[config.mk]
export PLATFORM = sky130hd
export DESIGN_NAME = fp_add_scheduler
export DESIGN_NICKNAME = d
export VERILOG_FILES = /design/src/rtl/fp_sched_pkg.sv /design/src/rtl/rr_arbiter.sv /design/src/rtl/fp_add_scheduler.sv
export SDC_FILE = /design/constraint.sdc
export NUM_CORES = 1
export LEC_CHECK = 0
export ABC_AREA = 1
export BUFFER_PORTS_ARGS = -buffer_cell sky130_fd_sc_hd__buf_4
export CAP_MARGIN = 15
export CORE_UTILIZATION = 30
export DETAILED_ROUTE_END_ITERATION = 12
export REMOVE_ABC_BUFFERS = 1
export SYNTH_ARGS = -nofsm -noshare
export SYNTH_HDL_FRONTEND = slang
export SYNTH_SLANG_ARGS = --single-unit
[constraint.sdc]
create_clock -name clk -period 3.3 [get_ports clk]
set_input_delay 0.33 -clock clk [delete_from_list [all_inputs] [get_ports clk]]
set_output_delay 0.33 -clock clk [all_outputs]
set_load 0.01 [all_outputs]
[src/rtl/fp_sched_pkg.sv]
// Shared types and constants for the fp_add_scheduler family of shared-datapath blocks.
// Holds the IEEE-754 single-precision field layout and the in-flight tag format.
package fp_sched_pkg;

    localparam int FP_W  = 32;
    localparam int EXP_W = 8;
    localparam int MAN_W = 23;

    // Fixed tag id width so the tag type can live here; covers up to 8 requesters.
    localparam int TAG_IDW = 3;

    typedef struct packed {
        logic             sign;
        logic [EXP_W-1:0] exponent;
        logic [MAN_W-1:0] mantissa;
    } fp32_t;

    typedef struct packed {
        logic               valid;
        logic [TAG_IDW-1:0] id;
    } tag_t;

    typedef enum logic {
        IDLE = 1'b0,
        RUN  = 1'b1
    } sched_state_t;

    localparam logic [FP_W-1:0] FP_ONE   = 32'h3F80_0000;
    localparam logic [FP_W-1:0] FP_TWO   = 32'h4000_0000;
    localparam logic [FP_W-1:0] FP_THREE = 32'h4040_0000;

endpackage

[src/rtl/rr_arbiter.sv]
// Round-robin arbiter: grants the first requester at or above the pointer (wrapping),
// and moves the pointer just past the winner whenever the grant is consumed.
module rr_arbiter #(
    parameter  int NREQ = 4,
    localparam int IDW  = $clog2(NREQ)
) (
    input  logic            clk,
    input  logic            rstn,
    input  logic [NREQ-1:0] req,
    input  logic            advance,
    output logic [NREQ-1:0] grant,
    output logic [IDW-1:0]  pointer
);

    logic [IDW-1:0] grant_idx;
    logic [IDW-1:0] cand;

    // NOTE: every variable written here gets a default first, so no path leaves it
    // unassigned and no latch is inferred.
    always_comb begin
        grant     = '0;
        grant_idx = '0;
        cand      = '0;
        // Walk from farthest to nearest so the requester closest to the pointer wins.
        for (int k = NREQ - 1; k >= 0; k--) begin
            cand = IDW'((int'(pointer) + k) % NREQ);
            if (req[cand]) begin
                grant       = '0;
                grant[cand] = 1'b1;
                grant_idx   = cand;
            end
        end
    end

    // NOTE: state registers use non-blocking assignments so every flop samples
    // the pre-edge values regardless of statement order.
    always_ff @(posedge clk or negedge rstn) begin
        if (!rstn) begin
            pointer <= '0;
        end else if (advance) begin
            pointer <= (grant_idx == IDW'(NREQ - 1)) ? '0 : grant_idx + IDW'(1);
        end
    end

endmodule

[src/rtl/fp_add_scheduler.sv]
// Time-shares one pipelined fp32 add/sub unit between NREQ requesters and routes each
// result back to its originator through a tag pipeline matched to the adder latency.
module fp_add_scheduler
    import fp_sched_pkg::*;
#(
    parameter  int NREQ    = 4,
    parameter  int ADD_LAT = 2,
    localparam int IDW     = $clog2(NREQ)
) (
    input  logic                 clk,
    input  logic                 rstn,
    input  logic                 enable,
    input  logic [NREQ-1:0]      req_valid,
    output logic [NREQ-1:0]      req_ready,
    input  logic [NREQ-1:0]      req_command,
    input  logic [FP_W*NREQ-1:0] req_number1,
    input  logic [FP_W*NREQ-1:0] req_number2,
    output logic                 add_command,
    output logic [FP_W-1:0]      add_number1,
    output logic [FP_W-1:0]      add_number2,
    input  logic [FP_W-1:0]      add_sum,
    output logic [NREQ-1:0]      rsp_valid,
    output logic [FP_W-1:0]      rsp_data,
    output logic                 busy
);

    logic [NREQ-1:0] grant;
    logic [IDW-1:0]  rr_pointer;
    logic            accept;

    assign req_ready = grant & {NREQ{enable}};
    assign accept    = |req_ready;

    rr_arbiter #(.NREQ(NREQ)) u_arb (
        .clk     (clk),
        .rstn    (rstn),
        .req     (req_valid),
        .advance (accept),
        .grant   (grant),
        .pointer (rr_pointer)
    );

    // Operand select for the granted requester.
    logic  sel_cmd;
    fp32_t sel_num1;
    fp32_t sel_num2;

    always_comb begin
        sel_cmd  = 1'b0;
        sel_num1 = '0;
        sel_num2 = '0;
        for (int i = 0; i < NREQ; i++) begin
            if (grant[i]) begin
                sel_cmd  = req_command[i];
                sel_num1 = req_number1[FP_W*i +: FP_W];
                sel_num2 = req_number2[FP_W*i +: FP_W];
            end
        end
    end

    always_ff @(posedge clk or negedge rstn) begin
        if (!rstn) begin
            add_command <= 1'b0;
            add_number1 <= '0;
            add_number2 <= '0;
        end else if (accept) begin
            add_command <= sel_cmd;
            add_number1 <= sel_num1;
            add_number2 <= sel_num2;
        end
    end

    // Stage 0: the pointer already moved to winner+1 on the accept edge, so the
    // issued id is recovered from it rather than re-encoding the grant.
    logic           issue_q;
    logic [IDW-1:0] issued_idx;
    tag_t           tag0;
    tag_t           tag_q [1:ADD_LAT];
    tag_t           tag_last;

    assign issued_idx = (rr_pointer == '0) ? IDW'(NREQ - 1) : rr_pointer - IDW'(1);
    assign tag0       = '{valid: issue_q, id: TAG_IDW'(issued_idx)};
    assign tag_last   = tag_q[ADD_LAT];

    // NOTE: the tag stages are a small array but carry valid bits, so each entry is
    // reset; otherwise a reset mid-stream could replay stale responses.
    always_ff @(posedge clk or negedge rstn) begin
        if (!rstn) begin
            issue_q <= 1'b0;
            for (int s = 1; s <= ADD_LAT; s++) begin
                tag_q[s] <= '0;
            end
        end else begin
            issue_q  <= accept;
            tag_q[1] <= tag0;
            for (int s = 2; s <= ADD_LAT; s++) begin
                tag_q[s] <= tag_q[s-1];
            end
        end
    end

    logic [NREQ-1:0] rsp_onehot;

    always_comb begin
        rsp_onehot = '0;
        for (int i = 0; i < NREQ; i++) begin
            if (tag_last.id == TAG_IDW'(i)) begin
                rsp_onehot[i] = 1'b1;
            end
        end
    end

    always_ff @(posedge clk or negedge rstn) begin
        if (!rstn) begin
            rsp_valid <= '0;
            rsp_data  <= '0;
        end else begin
            rsp_valid <= tag_last.valid ? rsp_onehot : '0;
            if (tag_last.valid) begin
                rsp_data <= add_sum;
            end
        end
    end

    // Activity tracker: RUN while any tag stage or the response register is occupied.
    sched_state_t state;
    sched_state_t next_state;
    logic         any_inflight;

    always_ff @(posedge clk or negedge rstn) begin
        if (!rstn) begin
            state <= IDLE;
        end else begin
            state <= next_state;
        end
    end

    always_comb begin
        any_inflight = issue_q;
        for (int s = 1; s <= ADD_LAT; s++) begin
            any_inflight = any_inflight | tag_q[s].valid;
        end
        next_state = (accept || any_inflight) ? RUN : IDLE;
    end

    always_comb begin
        busy = (state == RUN);
    end

endmodule

---- Word-level counts from Yosys, hierarchy flattened ----
Cells that the tools add are included.
operators by class
  $add $sub $neg .......................... 5
  magnitude comparators ................... 8
  equal/unequal tests ..................... 4
  mux-type cells .......................... 44
  bitwise operators ....................... 3
  reduce and logical (&&, ||, !) cells .... 8
operators by type and width
  kind                   number
  $mux W32               8
  $mux W4                5
  $mux W1                17
  $lt A2 B3 Y1 const B   4
  $mux W2                6
  $bmux W1 S2            4
  $demux W1 S2           4
  $ge A2 B1 Y1 const B   4
  $eq A2 B2 Y1 const B   3
  $add A2 B1 Y2 const B  2
  $add A2 B2 Y2 const B  2
  $and A4 B4 Y4          1
  $logic_and A1 B1 Y1    4
  $reduce_or A4 Y1       1
  $logic_not A3 Y1       1
  $eq A2 B1 Y1 const B   1
  $logic_not A2 Y1       1
  $or A1 B1 Y1           2
  $sub A2 B1 Y2 const B  1
  $logic_or A1 B1 Y1     1
storage, ports and cells
  register bits ........................... 111
  input bits .............................. 299
  logic and storage cells ................. 84

---- Longest topological paths before layout ----
  depth in word-level cells ............... 13
  depth in mapped cells ................... 16
  mapped depth without buffers ............ 14

---- Cells and area by module ----
From an unflattened synthesis, not the netlist that was laid out.
unflattened totals
  cells, all modules ...................... 1106
  area, all modules ....................... 6965.4 µm²
modules (own cells, without submodules)
  module            times used  cells an instance  area each (µm²)  seq. area each (µm²)
  fp_add_scheduler  1           1019               6394.9           2727.6
  rr_arbiter        1           87                 570.5            50.0

---- Worst setup path after synthesis ----
No wires, ideal clock.
  kind .................................... flip-flop to flip-flop
  start ................................... register u_arb.pointer[0]
  end ..................................... register add_command
  library setup time ...................... 122 ps
  arrival ................................. 2174 ps
  required time ........................... 3178 ps
  setup slack ............................. 1004 ps
  cell stages (with the launch flop) ...... 16
  path buffers ............................ 2
  path through ............................ dfrtp_1 inv_2 ha_1 inv_1 nand3_2 nand2_2 a21oi_1 nand2_1 nand2_1 nand2_1 nand2_1 nand2_4 buf_6 buf_6 nor3_2 a21oi_2
between the ends
  cells in the longest elaborated chain, start to end .. 13
  elaborated cells between the ends (all ways) .. 41
  classes of those cells .................. 3 x add/sub; 8 x order compare; 24 x mux; 1 x bitwise; 5 x reduce/logical
RTL lines
  element                                                                    line                    RTL
  start: declaration                                                         rr_arbiter.sv:12        output logic [IDW-1:0] pointer
  start signal: assignment                                                   rr_arbiter.sv:41        pointer <= (grant_idx == IDW'(NREQ - 1)) ? '0 : grant_idx + IDW'(1);
  $add A2 B2 Y2                                                              rr_arbiter.sv:26        cand = IDW'((int'(pointer) + k) % NREQ);
  $lt A2 B3 Y1 (implied by the code) / $ge A2 B1 Y1 (equally long branches)  rr_arbiter.sv:29        grant[cand] = 1'b1;
  $logic_and A1 B1 Y1 (implied by the code)                                  rr_arbiter.sv:29
  $mux W1 (implied by the code)                                              rr_arbiter.sv:29
  $demux W1 S2                                                               --
  $mux W4 (3 in a row)                                                       rr_arbiter.sv:27        if (req[cand]) begin
  $mux W4 (*)                                                                rr_arbiter.sv:27
  $mux W1 (4 in a row)                                                       fp_add_scheduler.sv:53  if (grant[i]) begin
  end signal: assignment                                                     fp_add_scheduler.sv:67  add_command <= sel_cmd;
  end: declaration                                                           fp_add_scheduler.sv:18  output logic add_command,
Every way passes the cells marked *; elsewhere a longest branch is shown, timed or not. The select of a mux whose other input is x is not followed.
A chain may end at the register's enable or synchronous reset.

---- Worst setup path after layout ----
  start ................................... register u_arb.pointer[0]
  end ..................................... register add_number2[23]
between the ends
  cells in the longest elaborated chain, start to end .. 13
  elaborated cells between the ends (all ways) .. 41
  classes of those cells .................. 3 x add/sub; 8 x order compare; 24 x mux; 1 x bitwise; 5 x reduce/logical
RTL lines
  element                                                                    line                    RTL
  $add A2 B2 Y2                                                              rr_arbiter.sv:26
  $lt A2 B3 Y1 (implied by the code) / $ge A2 B1 Y1 (equally long branches)  rr_arbiter.sv:29
  $logic_and A1 B1 Y1 (implied by the code)                                  rr_arbiter.sv:29
  $mux W1 (implied by the code)                                              rr_arbiter.sv:29
  $demux W1 S2                                                               --
  $mux W4 (3 in a row)                                                       rr_arbiter.sv:27
  $mux W4 (*)                                                                rr_arbiter.sv:27
  $mux W32 (4 in a row)                                                      fp_add_scheduler.sv:53
  end signal: assignment                                                     fp_add_scheduler.sv:69  add_number2 <= sel_num2;
  end: declaration                                                           fp_add_scheduler.sv:20  output logic [FP_W-1:0] add_number2,
Marks and branches as above.

==> metrics.yaml <==
routedWlPerCell_um: 16.3
worst_setup_path_end_kind: "flip-flop"
wl_um: 29300
synthTopCellsByArea: "dfrtp_1 (38%), a21oi_1 (13%), nand2_1 (13%), inv_1 (7.6%), nor2_1 (6.6%)"
final_nets: 1768
antenna_found_initial: 3
cts_root_buf: "clkbuf_16"
layout_min_cycle_time_ps: 2880
nFillCells: 2524
synthAdderAreaFrac_pct: 1.02
drt_pre_antenna_iters: 4
synth_top_area_share_pct: 37.6
ios: 405
drc: 0
die-area_mm2: 0.0252
cts_made_buffers: 9
skew_ps: 12.5
yosysTopAreaCell: "dfrtp_1"
grt_pass1_vias: 8174
async_flop_share_pct: 100
grt_overflow: 0
crit_fanout: 43
crit_required_ps: 3570
synth_simple_gate_area_share_pct: 32.3
cts.clk_slew.worst_paths_ps: 80
core_area_mm2: 0.0242
synth_edf_count: 0
multiInputGateArea_mm2: 0.00354
ys_seq_area_share_pct: 37.6
crit_type: "flip-flop to flip-flop"
clock_path_buffers: 2
drtIter0Drc: 531
num_vias: 8416
slew_viol_final: 0
rsz0062_at_grt: "no"
initial_core_util_pct: 30.4
clk_latency_ps: 360
muxShareOfSynthArea_pct: 0
pre_cts_slack_ps: 392
grt_pass1_wl_um: 46100
syn_area_mm2: 0.00738
worst_slew_pin_slew_ps: 767
setup_viol: 0
maxSlewHeadroom_pct: 48.9
cts_htree_levels: 3
crit_arrival_ps: 3150
grt_start_max_net_pins: 131
ant_nets: 0
io_buffers: 404
drive_gt1_share_pct: 32.9
cts_tree: "done"
drv_cap: 0
yosysWarnings: 0
ys.flop_type: "dfrtp_1"
status: "finished clean"
cts_hold_repair.buffers: 0
peakVddDrop_mv: 0.991
seqCellArea_mm2: 0.00278
syn_to_final_growth_pct: 47.1
max_freq_mhz: 347
power_density_mw_per_mm2: 1450
ys_ff_latch: 111
avgSynthCellArea_um2: 6.68
synth_cells: 1104
postCtsSetupRepairBufs: 0
die_w_um: 159
p_leak_nw: 6.00
routed_via_density: 4.69
design_area_mm2: 0.0109
clkSinkCount: 111
hold_path.class: "primary input to async pin"
finalWorstSetupSlack_ps: 421
period_share_pct: 87.2
post_cts_resized: 0
post-route-util_pct: 44.8
hpwlAfterDp_um: 21400
synthXorXnorAreaFrac_pct: 0.119
grt_usage_pct: 23.3
fp-row-count: 57
synth_top_family_by_area: "simple AND/OR/NAND/NOR gates"
placed_area_mm2: 0.0106
gp_congestion: 0.900
yosysUniqueCellTypes: 25
start_kind: "flip-flop"
die_height_um: 159
synth_compound_area_share_pct: 14.4
final-hold-violation-count: 0
through the flow:
stage               power, mW  hold slack [ps]  cells  setup TNS, ps
finish                   15.7             14.8   1794              0
global route             17.4             77.2   1794              0
CTS                      15.9             48.9   1792              0
detailed placement       14.8              349   1776              0
global placement         14.6              358   1776              0
floorplan                9.39             34.4   1027        -104320
cells by family (layout without fill, tap and decap cells):
kind of cell               after synthesis  count (layout)
buffers and inverters                  230             594
DFF                                    111             111
adders and majority gates                6               6
other                                    0               2
AOI/OAI and AO/OA                      208             208
and+or+nand+nor                        548             548
xor gates and xnor gates                 1               1
flip-flops by register name (all words and copies together) (netlist names):
name / count
add_number1: 32
add_number2: 32
rsp_data: 32
rsp_valid: 4
tag_last: 3
tag_q: 3
u_arb.pointer: 2
add_command: 1
busy: 1
issue_q: 1
cells in the final DEF, fill, tap and decap left out:
master,netlist,routed
buf_4,10,419
nand2_1,255,252
a21oi_1,198,198
inv_1,149,148
nor2_1,130,130
dfrtp_1,111,111
nand3_1,74,74
nor3_1,60,60
nand2_2,9,11
nor3_2,10,10
clkbuf_16,0,9
nand3_2,6,6
a21oi_2,6,6
ha_1,6,6
buf_12,0,6
inv_2,3,4
nand2_4,2,3
o21ai_0,3,3
diode_2,0,2
inv_6,0,2
clkinv_2,0,2
clkinv_1,1,1
or2_2,1,1
nor2_8,1,1
o211ai_1,1,1
xnor2_1,1,1
clkinvlp_4,0,1
inv_8,0,1
clkinv_4,0,1
where the power goes:
part	internal, mW	switching, mW	total (mW)
Combinational	4.31	7.68	12.0
Sequential	2.19	0.434	2.63
Clock	0.524	0.566	1.09
synth_stat cells (9+ instances only):
| master | instances |
|---|---|
| nor2_1 | 130 |
| nor3_2 | 10 |
| buf_2 | 33 |
| nand2_1 | 255 |
| nand3_1 | 74 |
| inv_1 | 149 |
| a21oi_1 | 198 |
| buf_4 | 10 |
| nand2_2 | 9 |
| nor3_1 | 60 |
| buf_6 | 17 |
| clkbuf_1 | 12 |
| dfrtp_1 | 111 |
final cells by class:
cell class | count | area share (%)
Clock inverter | 7 | 0.507
Sequential cell | 111 | 25.6
Tap cell | 324 | 3.74
Clock buffer | 9 | 2.08
Inverter | 153 | 5.29
Multi-Input combinational cell | 763 | 32.7
Antenna cell | 2 | 0.0461
Timing Repair Buffer | 425 | 30.1
worst paths after layout:
path	start	slack [ps]	end	cells after the start
min in group clk	add_sum[20]	180	rsp_data[20]	3
max in group asynchronous	rstn	2520	add_number2[12]	2
worst max register to register	u_arb.pointer[0]	420	add_number2[23]	14
worst min register to register	tag_q[4]	370	tag_last[0]	0
worst max-delay path	u_arb.pointer[0]	420	add_number2[23]	14
worst min-delay path	rstn	10	rsp_data[30]	1
per-layer routing:
layer / GRT usage [%] / share of wire (%) / vias up / routed length [um]
met5: 0 / 0.044 / - / 13
met4: 9.62 / 3.1 / 2 / 901
met3: 4.78 / 6.8 / 45 / 2010
met2: 38.2 / 47 / 345 / 13900
met1: 29.7 / 43 / 3827 / 12500
li1: - / - / 4197 / -
critical path, cell delays in order, from the launching register on:
cell     delay, ps
dfrtp_1        530
inv_2          150
ha_1           370
inv_1          120
nand3_1        120
nand2_2        110
nand3_1         80
nand2_1         80
nand2_1         60
nand2_2         90
nand2_1        110
nand2_4        200
buf_4          480
nor3_1          90
a21oi_1        170
Power figures use the tool's default switching activity.
